File: config.mk
export PLATFORM = sky130hd
export DESIGN_NAME = alu_core
export DESIGN_NICKNAME = d
export VERILOG_FILES = /design/src/rtl/alu_core_pkg.sv /design/src/rtl/alu_addsub.sv /design/src/rtl/alu_core.sv
export SDC_FILE = /design/constraint.sdc
export NUM_CORES = 1
export LEC_CHECK = 0
export ABC_AREA = 1
export ABC_CLOCK_PERIOD_IN_PS = 4800
export CAP_MARGIN = 30
export CELL_PAD_IN_SITES_DETAIL_PLACEMENT = 1
export CELL_PAD_IN_SITES_GLOBAL_PLACEMENT = 1
export CORE_ASPECT_RATIO = 2
export CORE_MARGIN = 2
export CORE_UTILIZATION = 37
export DETAILED_ROUTE_END_ITERATION = 8
export PLACE_DENSITY = 0.91
export SLEW_MARGIN = 25
export SYNTH_ARGS = -nofsm -noshare
export SYNTH_HDL_FRONTEND = slang
export SYNTH_SLANG_ARGS = --single-unit
export TNS_END_PERCENT = 30
File: constraint.sdc
create_clock -name clk -period 4.8 [get_ports clk]
set_input_delay 0.48 -clock clk [delete_from_list [all_inputs] [get_ports clk]]
set_output_delay 0.48 -clock clk [all_outputs]
set_load 0.02 [all_outputs]
File: src/rtl/alu_core_pkg.sv
// alu_core_pkg: shared constants for the ALU core.
//   - OP_* : operation class selects (2 bits)
//   - OPC_*: data-processing opcodes (4 bits)
//   - FLAG_*: bit positions inside the {N,Z,C,V} flag vector
package alu_core_pkg;

  localparam int W = 32;

  localparam logic [1:0] OP_DP  = 2'd0;
  localparam logic [1:0] OP_MEM = 2'd1;
  localparam logic [1:0] OP_BR  = 2'd2;
  localparam logic [1:0] OP_RSV = 2'd3;

  localparam logic [3:0] OPC_AND = 4'd0;
  localparam logic [3:0] OPC_EOR = 4'd1;
  localparam logic [3:0] OPC_SUB = 4'd2;
  localparam logic [3:0] OPC_RSB = 4'd3;
  localparam logic [3:0] OPC_ADD = 4'd4;
  localparam logic [3:0] OPC_ADC = 4'd5;
  localparam logic [3:0] OPC_SBC = 4'd6;
  localparam logic [3:0] OPC_RSC = 4'd7;
  localparam logic [3:0] OPC_TST = 4'd8;
  localparam logic [3:0] OPC_TEQ = 4'd9;
  localparam logic [3:0] OPC_CMP = 4'd10;
  localparam logic [3:0] OPC_CMN = 4'd11;
  localparam logic [3:0] OPC_ORR = 4'd12;
  localparam logic [3:0] OPC_MOV = 4'd13;
  localparam logic [3:0] OPC_BIC = 4'd14;
  localparam logic [3:0] OPC_MVN = 4'd15;

  localparam int FLAG_N = 3;
  localparam int FLAG_Z = 2;
  localparam int FLAG_C = 1;
  localparam int FLAG_V = 0;

endpackage

File: src/rtl/alu_addsub.sv
// alu_addsub: 32-bit adder with carry-in. Subtraction is done by the caller
// feeding an inverted operand and cin=1 (or cin=C for borrow chains).
//   a, b : operands
//   cin  : carry in
//   sum  : a + b + cin (mod 2^32)
//   cout : carry out of bit 31
//   ovf  : two's-complement signed overflow
module alu_addsub
  import alu_core_pkg::*;
(
  input  logic [W-1:0] a,
  input  logic [W-1:0] b,
  input  logic         cin,
  output logic [W-1:0] sum,
  output logic         cout,
  output logic         ovf
);

  logic [W:0] full;

  assign full = {1'b0, a} + {1'b0, b} + {{W{1'b0}}, cin};
  assign sum  = full[W-1:0];
  assign cout = full[W];
  // Overflow when both operands share a sign that the result does not.
  assign ovf  = (a[W-1] == b[W-1]) && (sum[W-1] != a[W-1]);

endmodule

File: src/rtl/alu_core.sv
// alu_core: single-cycle ALU with registered result and {N,Z,C,V} flags.
//   clk, rst_n : clock, synchronous active-low reset
//   Aport      : operand A
//   Bport      : operand B / offset
//   OP         : class (data-proc, mem address, branch target, reserved)
//   cmd        : DP opcode; cmd[3] is the offset direction for mem address
//   ALU_out    : registered result (1 cycle latency)
//   flags      : registered {N,Z,C,V}
module alu_core
  import alu_core_pkg::*;
(
  input  logic         clk,
  input  logic         rst_n,
  input  logic [W-1:0] Aport,
  input  logic [W-1:0] Bport,
  input  logic [1:0]   OP,
  input  logic [3:0]   cmd,
  output logic [W-1:0] ALU_out,
  output logic [3:0]   flags
);

  logic [W-1:0] add_x, add_y, add_b, add_sum;
  logic         add_inv, add_cin, add_cout, add_ovf;
  logic [W-1:0] res;
  logic         arith;
  logic [3:0]   nflags;
  logic         c_reg;

  assign c_reg = flags[FLAG_C];

  // Every arithmetic path shares one adder: operands may be swapped
  // (reverse subtracts) and the second one inverted (subtraction).
  assign add_b = add_inv ? ~add_y : add_y;

  alu_addsub u_addsub (
    .a    (add_x),
    .b    (add_b),
    .cin  (add_cin),
    .sum  (add_sum),
    .cout (add_cout),
    .ovf  (add_ovf)
  );

  always_comb begin
    add_x   = Aport;
    add_y   = Bport;
    add_inv = 1'b0;
    add_cin = 1'b0;
    res     = '0;
    arith   = 1'b0;
    case (OP)
      OP_DP: begin
        case (cmd)
          OPC_AND, OPC_TST: res = Aport & Bport;
          OPC_EOR, OPC_TEQ: res = Aport ^ Bport;
          OPC_SUB, OPC_CMP: begin add_inv = 1'b1; add_cin = 1'b1; arith = 1'b1; res = add_sum; end
          OPC_RSB: begin
            add_x = Bport; add_y = Aport; add_inv = 1'b1; add_cin = 1'b1;
            arith = 1'b1; res = add_sum;
          end
          OPC_ADD, OPC_CMN: begin arith = 1'b1; res = add_sum; end
          OPC_ADC: begin add_cin = c_reg; arith = 1'b1; res = add_sum; end
          OPC_SBC: begin add_inv = 1'b1; add_cin = c_reg; arith = 1'b1; res = add_sum; end
          OPC_RSC: begin
            add_x = Bport; add_y = Aport; add_inv = 1'b1; add_cin = c_reg;
            arith = 1'b1; res = add_sum;
          end
          OPC_ORR: res = Aport | Bport;
          OPC_MOV: res = Bport;
          OPC_BIC: res = Aport & ~Bport;
          OPC_MVN: res = ~Bport;
          default: res = '0;
        endcase
      end
      OP_MEM: begin
        // U bit clear means subtract the offset.
        add_inv = ~cmd[3];
        add_cin = ~cmd[3];
        res     = add_sum;
      end
      OP_BR:   res = add_sum;
      default: res = '0;
    endcase
  end

  // Only data-processing touches flags; logical ops keep C and V.
  always_comb begin
    nflags = flags;
    if (OP == OP_DP) begin
      nflags[FLAG_N] = res[W-1];
      nflags[FLAG_Z] = (res == '0);
      if (arith) begin
        nflags[FLAG_C] = add_cout;
        nflags[FLAG_V] = add_ovf;
      end
    end
  end

  always_ff @(posedge clk) begin
    if (!rst_n) begin
      ALU_out <= '0;
      flags   <= 4'h0;
    end else begin
      ALU_out <= res;
      flags   <= nflags;
    end
  end

endmodule

Yosys cells after proc, flatten, opt, wreduce, memory -nomap -nowiden
Index checks and enable logic that the tools add are counted.
{"block": "word_totals", "output_inout_bits": 36, "ram_bits": 0, "elab_cells": 57, "latchBits": 0, "reg_bits": 36, "mem_count": 0, "romBits": 0}
{"block": "op_classes", "shift": 0, "addsub": 2, "div": 0, "n_mux": 13, "order_cmp": 0, "eq_ne": 19, "bitwise_logic": 7, "multipliers": 0, "n_reduce_logical": 13}
{"op": "$pmux W32 S7", "n": 1}
{"op": "$mux W32", "n": 5}
{"op": "$and A32 B32 Y32", "n": 2}
{"op": "$not A32 Y32", "n": 2}
{"op": "$pmux W32 S2", "n": 1}
{"op": "$add A32 B32 Y33", "n": 1}
{"op": "$add A33 B1 Y33", "n": 1}
{"op": "$eq A4 B4 Y1 const B", "n": 8}
{"op": "$logic_not A32 Y1", "n": 1}
{"op": "$or A32 B32 Y32", "n": 1}
{"op": "$xor A32 B32 Y32", "n": 1}
{"op": "$eq A4 B3 Y1 const B", "n": 4}
{"op": "$eq A4 B2 Y1 const B", "n": 2}
{"op": "$reduce_or A2 Y1", "n": 4}
{"op": "$reduce_or A8 Y1", "n": 1}
{"op": "$pmux W1 S2", "n": 3}
{"op": "$reduce_or A3 Y1", "n": 2}
{"op": "$reduce_or A5 Y1", "n": 1}
{"op": "$eq A4 B1 Y1 const B", "n": 1}
{"op": "$logic_not A4 Y1", "n": 1}
{"op": "$mux W1", "n": 3}
{"op": "$eq A2 B1 Y1 const B", "n": 1}
{"op": "$eq A2 B2 Y1 const B", "n": 1}
{"op": "$logic_not A2 Y1", "n": 1}
{"op": "5 further kinds", "n": 5}

Logic depth before layout (Yosys ltp)
Gate-level depths: netlist of the first run.
{"block": "depth", "word_depth": 11, "depth_mapped": 34, "depth_no_buf": 31}

By module
Synthesis of the first run repeated with hierarchy kept, for this count alone.
{"block": "hier_totals", "hier_cells": 1452, "area_unflattened_um2": 7586.0}
{"module": "alu_core", "area_per_inst_um2": 5386.4, "n_inst": 1, "cells_each": 1026}
{"module": "alu_addsub", "area_per_inst_um2": 2199.6, "n_inst": 1, "cells_each": 426}

Worst setup path after synthesis of the first run
Ideal clock, no wire load.
{"block": "synth_path", "kind": "input to register", "from": "input port OP[1]", "to": "register flags[2]", "t_arrival_ps": 3984, "setup_slack_ps": 751, "required_ps": 4735, "stages": 27, "path_cell_list": "inv_1 -> ha_1 -> nand2_1 -> inv_1 -> nand2_1 -> a21oi_1 -> clkbuf_1 -> xnor2_1 -> fa_1 -> inv_1 -> fa_1 -> nand2_1 -> nand2_1 -> nand3_1 -> nand2_1 -> or2_2 -> nand3_1 -> nand2_1 -> o21ai_1 -> nand2_1 -> nor2_1 -> nand3_1 -> nor2_1 -> nand2_1 -> nor2_1 -> nor2_1 -> nor2_1"}
{"block": "synth_via", "elab_chain_len": 9}
{"item": "start: declaration", "line": "alu_core.sv:16", "rtl": "input logic [1:0] OP,"}
{"item": "branches (longest 9 deep; another with $add A32 B32 Y33)"}
{"item": "end signal: assignment", "line": "alu_core.sv:105", "rtl": "flags <= nflags;"}
{"item": "end: declaration", "line": "alu_core.sv:19", "rtl": "output logic [3:0] flags"}
Several ways; the timed one is not identified.
A chain may end at the register's enable or synchronous reset.

Worst setup path after layout of the first run
Ends and elaborated chain as after synthesis.

==> results of run 1 <==
## placed cells by master, fill, tap and decap left out, types with 14 or more instances in the layout
master	instances
nand2_1	578
buf_4	108
nor2_1	101
nand3_1	123
nand3b_1	14
dfxtp_1	36
o21ai_0	122
ha_1	64
nor3_1	27
clkdlybuf4s50_1	107
inv_1	187
xnor2_1	32
a21oi_1	51
## worst max-delay path by stage
stage / start / end / slack, ns / depth (start not counted)
6_report: OP[1] / flags[2]$_SDFFE_PN0P_ / 0.30 / 29
4_1_cts: OP[1] / flags[2]$_SDFFE_PN0P_ / 0.06 / 31
2_1_floorplan: OP[1] / flags[2]$_SDFFE_PN0P_ / 0.75 / 27
3_5_place_dp: OP[1] / flags[2]$_SDFFE_PN0P_ / -0.12 / 30
3_3_place_gp: OP[0] / flags[2]$_SDFFE_PN0P_ / -0.009 / 31
5_1_grt: OP[1] / flags[2]$_SDFFE_PN0P_ / 0.03 / 32
## report_power, final
group	switching, mW	internal [mW]	leakage (nW)	total [mW]
clock network	0.140	0.244	0.0798	0.384
logic	0.998	0.627	4.91	1.62
registers	0.0134	0.332	0.296	0.346
## flip-flops by register name, summed over array words and instances (netlist names)
signal / cells
ALU_out: 32
flags: 4
## area by class of cell
class                      instances  area [µm²]  share of cell area
multi-input combinational       1167        5820               0.595
timing repair buffer             221        2000               0.205
inverter                         198         743              0.0760
sequential                        36         721              0.0737
tap                              262         328              0.0335
clock buffer                       5         125              0.0128
clock inverter                     3        42.5             0.00435
## cells by family after synthesis
logic type               after synthesis
AO/OA/AOI/OAI                        193
XOR/XNOR                              36
adder cells (fa/ha/maj)               68
buffers and inverters                254
flip-flops                            36
multiplexers                           1
AND/OR/NAND/NOR                      869
## worst max-delay path: cells and delay by family
family | cells | cell delay (ns)
AOI/OAI and AO/OA | 1 | 0.27
xor gates and xnor gates | 1 | 0.17
adders and majority gates | 3 | 1.02
buffers and inverters | 4 | 0.80
and+or+nand+nor | 20 | 1.97
## metal layers
metal | track usage | routed length, µm | up-vias | share of wire
met5 | 0 | 0 | - | 0
met4 | 0.393 | 5120 | 0 | 0.13
met3 | 0.0353 | 1140 | 225 | 0.030
met2 | 0.688 | 20200 | 359 | 0.53
met1 | 0.292 | 11800 | 4836 | 0.31
li1 | - | - | 4937 | -
## what timing repair did
action / in CTS / in global routing
setup endpoints to repair: 0 / 1
hold buffers: 0 / 0
resized for setup: 0 / 13
## through the flow
| step | std cells | util |
|---|---|---|
| floorplan | 1457 | - |
| global placement | 1882 | 0.482 |
| detailed placement | 1883 | 0.482 |
| CTS | 1891 | 0.491 |
| global route | 1892 | 0.494 |
| finish | 1892 | 0.494 |
==> results.toml, run 1 <==
[setup_path]
slowest_delay_ns = 0.47
cp_max_fo = 4
crit_slowest_cell = "fa_1"
r2r-end = "flags[2]$_SDFFE_PN0P_"
r2r_start = "flags[1]$_SDFFE_PN0P_"
worstSetupPathType = "in2reg"
r2r_slack_ns = 0.99
crit_path_frequent_cell = "nand2_1"
rr_worst_depth = 27
cp-start-kind = "primary input"
crit_required_ns = 5.02
cp-end-kind = "register"
crit_arrival_ns = 4.72

[logic_synthesis]
ys_seq_elements = 36
synth_top_family_by_area = "simple AND/OR/NAND/NOR gates"
synth_cells = 1457
synth_top_area_cell = "nand2_1"
ys_top_cells_by_count = "nand2_1 (579), inv_1 (189), o21ai_0 (125), nand3_1 (124), nor2_1 (104)"
seq_area_frac_synth = 0.0964
synth_top_area_frac = 0.291
syn_area_mm2 = 0.00747
synth_compound_area_frac = 0.132
synth-main-ff-cell = "dfxtp_1"
synth_nets = 1597
yosys.area_share.adder = 0.116
synth_edf_count = 0
synth-simple-area-share = 0.479
synth_area_leaders = "nand2_1 (29%), ha_1 (11%), dfxtp_1 (9.6%), inv_1 (9.5%), o21ai_0 (8.4%)"
synth_cell_types = 36
yosysWarningCount = 0
async_reset_ff_frac = 0
synth_most_common_cell = "nand2_1"
syn_area_per_cell_um2 = 5.13
synth_mux_area_frac = 0.00134
synth_xor_area_frac = 0.0422

[cells_and_area]
area_delta_synth_final_pct = 30.9
final_cell_area_mm2 = 0.00978
fillCellCount = 2902
n_antenna_cell = 0
drive_gt1_frac = 0.0920
nets = 1769

[global_routing]
grt_max_degree = 63
grt_overflow = 0
grt.total_usage = 0.357
grt_pass1_wl_um = 59000
grt_pass1_vias = 11362
antenna_found_initial = 0

[timing]
tns_ns = 0
fmax_mhz = 222
skew_ns = 0.00575
hold_ws_ns = 0.501
fin_crit_sh = 0.936
setup_ws_ns = 0.305
max-slew-margin-rel = 0.367
rsz0062_at_grt = "no"
hold_viol = 0
worstMarginPinSlew_ns = 0.947
finalSetupViolCount = 0
fin_crit_ns = 4.50
drv_slew = 0

[clock_network]
clkLatencyLatePin_ns = 0.29
cts_made_buffers = 5
htreeDepth = 2
post_cts_buffers = 0
clk_pin_slew_ns = 0.06
cts_tree = "done"
clock_sinks = 36
cts-root-buf = "clkbuf_16"
clock_path_buffers = 2

[worst_hold_path]
min_path_type = "reg2reg"
holdPathStages = 2
hold_end = "flags[0]$_SDFFE_PN0P_"
min_from = "flags[0]$_SDFFE_PN0P_"

[floorplanning]
dieHeight_um = 205
core.rowCount = 73
die_area_mm2 = 0.0214
ios = 108
die_x_um = 104
start_util = 0.377
core_area_mm2 = 0.0198

[route]
routedWlPerCell_um = 20.2
avgViaCountPerCell = 5.47
wl_um = 38300
via_count = 10357
antenna_left = 0
drtPass1Iterations = 5
drtIter0Drc = 483
drc = 0

[placement]
dpl-instance-area_mm2 = 0.00956
io_buffers = 107
pre_cts_ws_ns = -0.117
dp_hpwl_um = 31600
gp_congestion = 1.04

[power]
p_leak_nw = 5.28
p_per_area_mw_per_mm2 = 241
ir_drop_mv = 0.141
totalPowerFinal_mw = 2.35

[flow_run]
max_cap_viol_count = 0

[run_status]
status = "complete, no violations"
No activity file was read; power rests on OpenSTA's default activity.
==> run 2: changes to the inputs <==
PLACE_DENSITY = 0.83   (was 0.91)
SLEW_MARGIN = default   (was 25)
==> run 2 against run 1 <==
Net effect:
- via count shrank 1.6%
- die area is the same
- sequential share of layout area is essentially flat
- sequential power is essentially flat
- critical path depth grew 3
- count of clock-buffer cells in the layout grew 2
==> results.toml, run 2 (synthesis results as in run 1) <==
[cells_and_area]
instances_no_fill = 1899
final_common_cell = "nand2_1"
drive_gt1_frac = 0.0911
largest_reg_flops = 32
top_register = "ALU_out"
nets = 1775
largestRegisters = "ALU_out (32), flags (4)"
final_cell_mix = "nand2_1 (579), inv_1 (189), o21ai_0 (125)"
area_delta_synth_final_pct = 31.0

[timing]
fin_crit_ns = 4.61
fin_crit_sh = 0.960
hold_viol = 0
finalSetupViolCount = 0
drv_slew = 0
worstMarginPinSlew_ns = 0.979
max-slew-margin-rel = 0.343
skew_ns = 0.00602
fmax_mhz = 217

[clock_network]
cts-root-buf = "clkbuf_16"
clock_path_buffers = 2
cts_made_buffers = 5
clkLatencyLatePin_ns = 0.28
clk_pin_slew_ns = 0.06
htreeDepth = 2
cts_tree = "done"
clock_sinks = 36
post_cts_buffers = 0

[route]
drc = 0
wl_um = 36900
drtPass1Iterations = 5
antenna_left = 0
via_count = 10194
drtIter0Drc = 360
routedWlPerCell_um = 19.4
avgViaCountPerCell = 5.37

[placement]
gp_congestion = 0.979
placed_cells = 1890
io_buffers = 107
dp_hpwl_um = 30400

[power]
totalPowerFinal_mw = 2.27
p_leak_nw = 5.32
p_per_area_mw_per_mm2 = 232
ir_drop_mv = 0.164

[global_routing]
antenna_found_initial = 2
grt.total_usage = 0.343
grt_pass1_vias = 11025
grt_pass1_wl_um = 56800
grt_overflow = 0
grt_max_degree = 54

[worst_hold_path]
min_path_type = "reg2reg"

[floorplanning]
dieHeight_um = 205
ios = 108
die_x_um = 104
die_area_mm2 = 0.0214
core_area_mm2 = 0.0198
core.rowCount = 73
start_util = 0.377

[setup_path]
crit_arrival_ns = 4.80
worstSetupPathType = "in2reg"
crit_slowest_cell = "clkdlybuf4s50_1"
cp-start-kind = "primary input"
crit_required_ns = 5.00
cp_max_fo = 11
slowest_delay_ns = 0.45
crit_path_frequent_cell = "nand2_1"
cp-end-kind = "register"

[run_status]
status = "complete, no violations"

[flow_run]
max_cap_viol_count = 0
==> run 2: final cells by class <==
cell class	count	area, µm²
antenna	2	5.00
clock buffer	7	153
fill	2962	10000
inverter	198	743
multi-input combinational	1167	5800
sequential	36	721
tap	262	328
timing repair buffer	227	2040
==> run 2: worst max-delay path, delay by kind of cell <==
family,cells,cell delay [ns]
AND/OR/NAND/NOR,21,2.12
buffers and inverters,7,1.23
adder cells (fa/ha/maj),2,0.66
AO/OA/AOI/OAI,1,0.20
XOR/XNOR,1,0.10
==> run 2: path summary, 6_finish.rpt <==
| kind | startpoint | cells after the start | to | slack, ns |
|---|---|---|---|---|
| setup / recovery | OP[1] | 32 | flags[2]$_SDFFE_PN0P_ | 0.19 |
| hold / removal | flags[0]$_SDFFE_PN0P_ | 2 | flags[0]$_SDFFE_PN0P_ | 0.57 |
| setup reg to reg | flags[1]$_SDFFE_PN0P_ | 27 | flags[2]$_SDFFE_PN0P_ | 0.90 |
| hold reg to reg | flags[0]$_SDFFE_PN0P_ | 2 | flags[0]$_SDFFE_PN0P_ | 0.57 |
==> run 2: metrics by stage <==
| step | hold slack, ns | util | setup slack [ns] | area (µm²) | TNS (ns) |
|---|---|---|---|---|---|
| detailed placement | 0.541 | 0.486 | -0.101 | 9620 | -0.101 |
| global placement | 0.473 | 0.484 | -0.0942 | 9600 | -0.0942 |
| global route | 0.581 | 0.494 | -0.000490 | 9790 | -0.000490 |
| finish | 0.571 | 0.494 | 0.194 | 9790 | 0 |
| CTS | 0.537 | 0.493 | 0.134 | 9780 | 0 |
| floorplan | 0.540 | - | 0.751 | 7470 | 0 |
==> run 2: per-layer routing <==
layer / GRT usage / share of wire
met1: 0.279 / 0.32
met2: 0.695 / 0.54
met3: 0.0274 / 0.026
met4: 0.320 / 0.11
met5: 0 / 0
==> run 2: where the power goes <==
part	switching (mW)	internal (mW)	total, mW
Clock	0.125	0.218	0.343
Combinational	0.968	0.617	1.59
Sequential	0.0140	0.333	0.347
Total	1.11	1.17	2.27
==> run 2: repair_timing <==
action,4_1_cts,5_1_grt
gates resized for setup,0,3
setup endpoints to repair,0,1
hold buffers,0,0
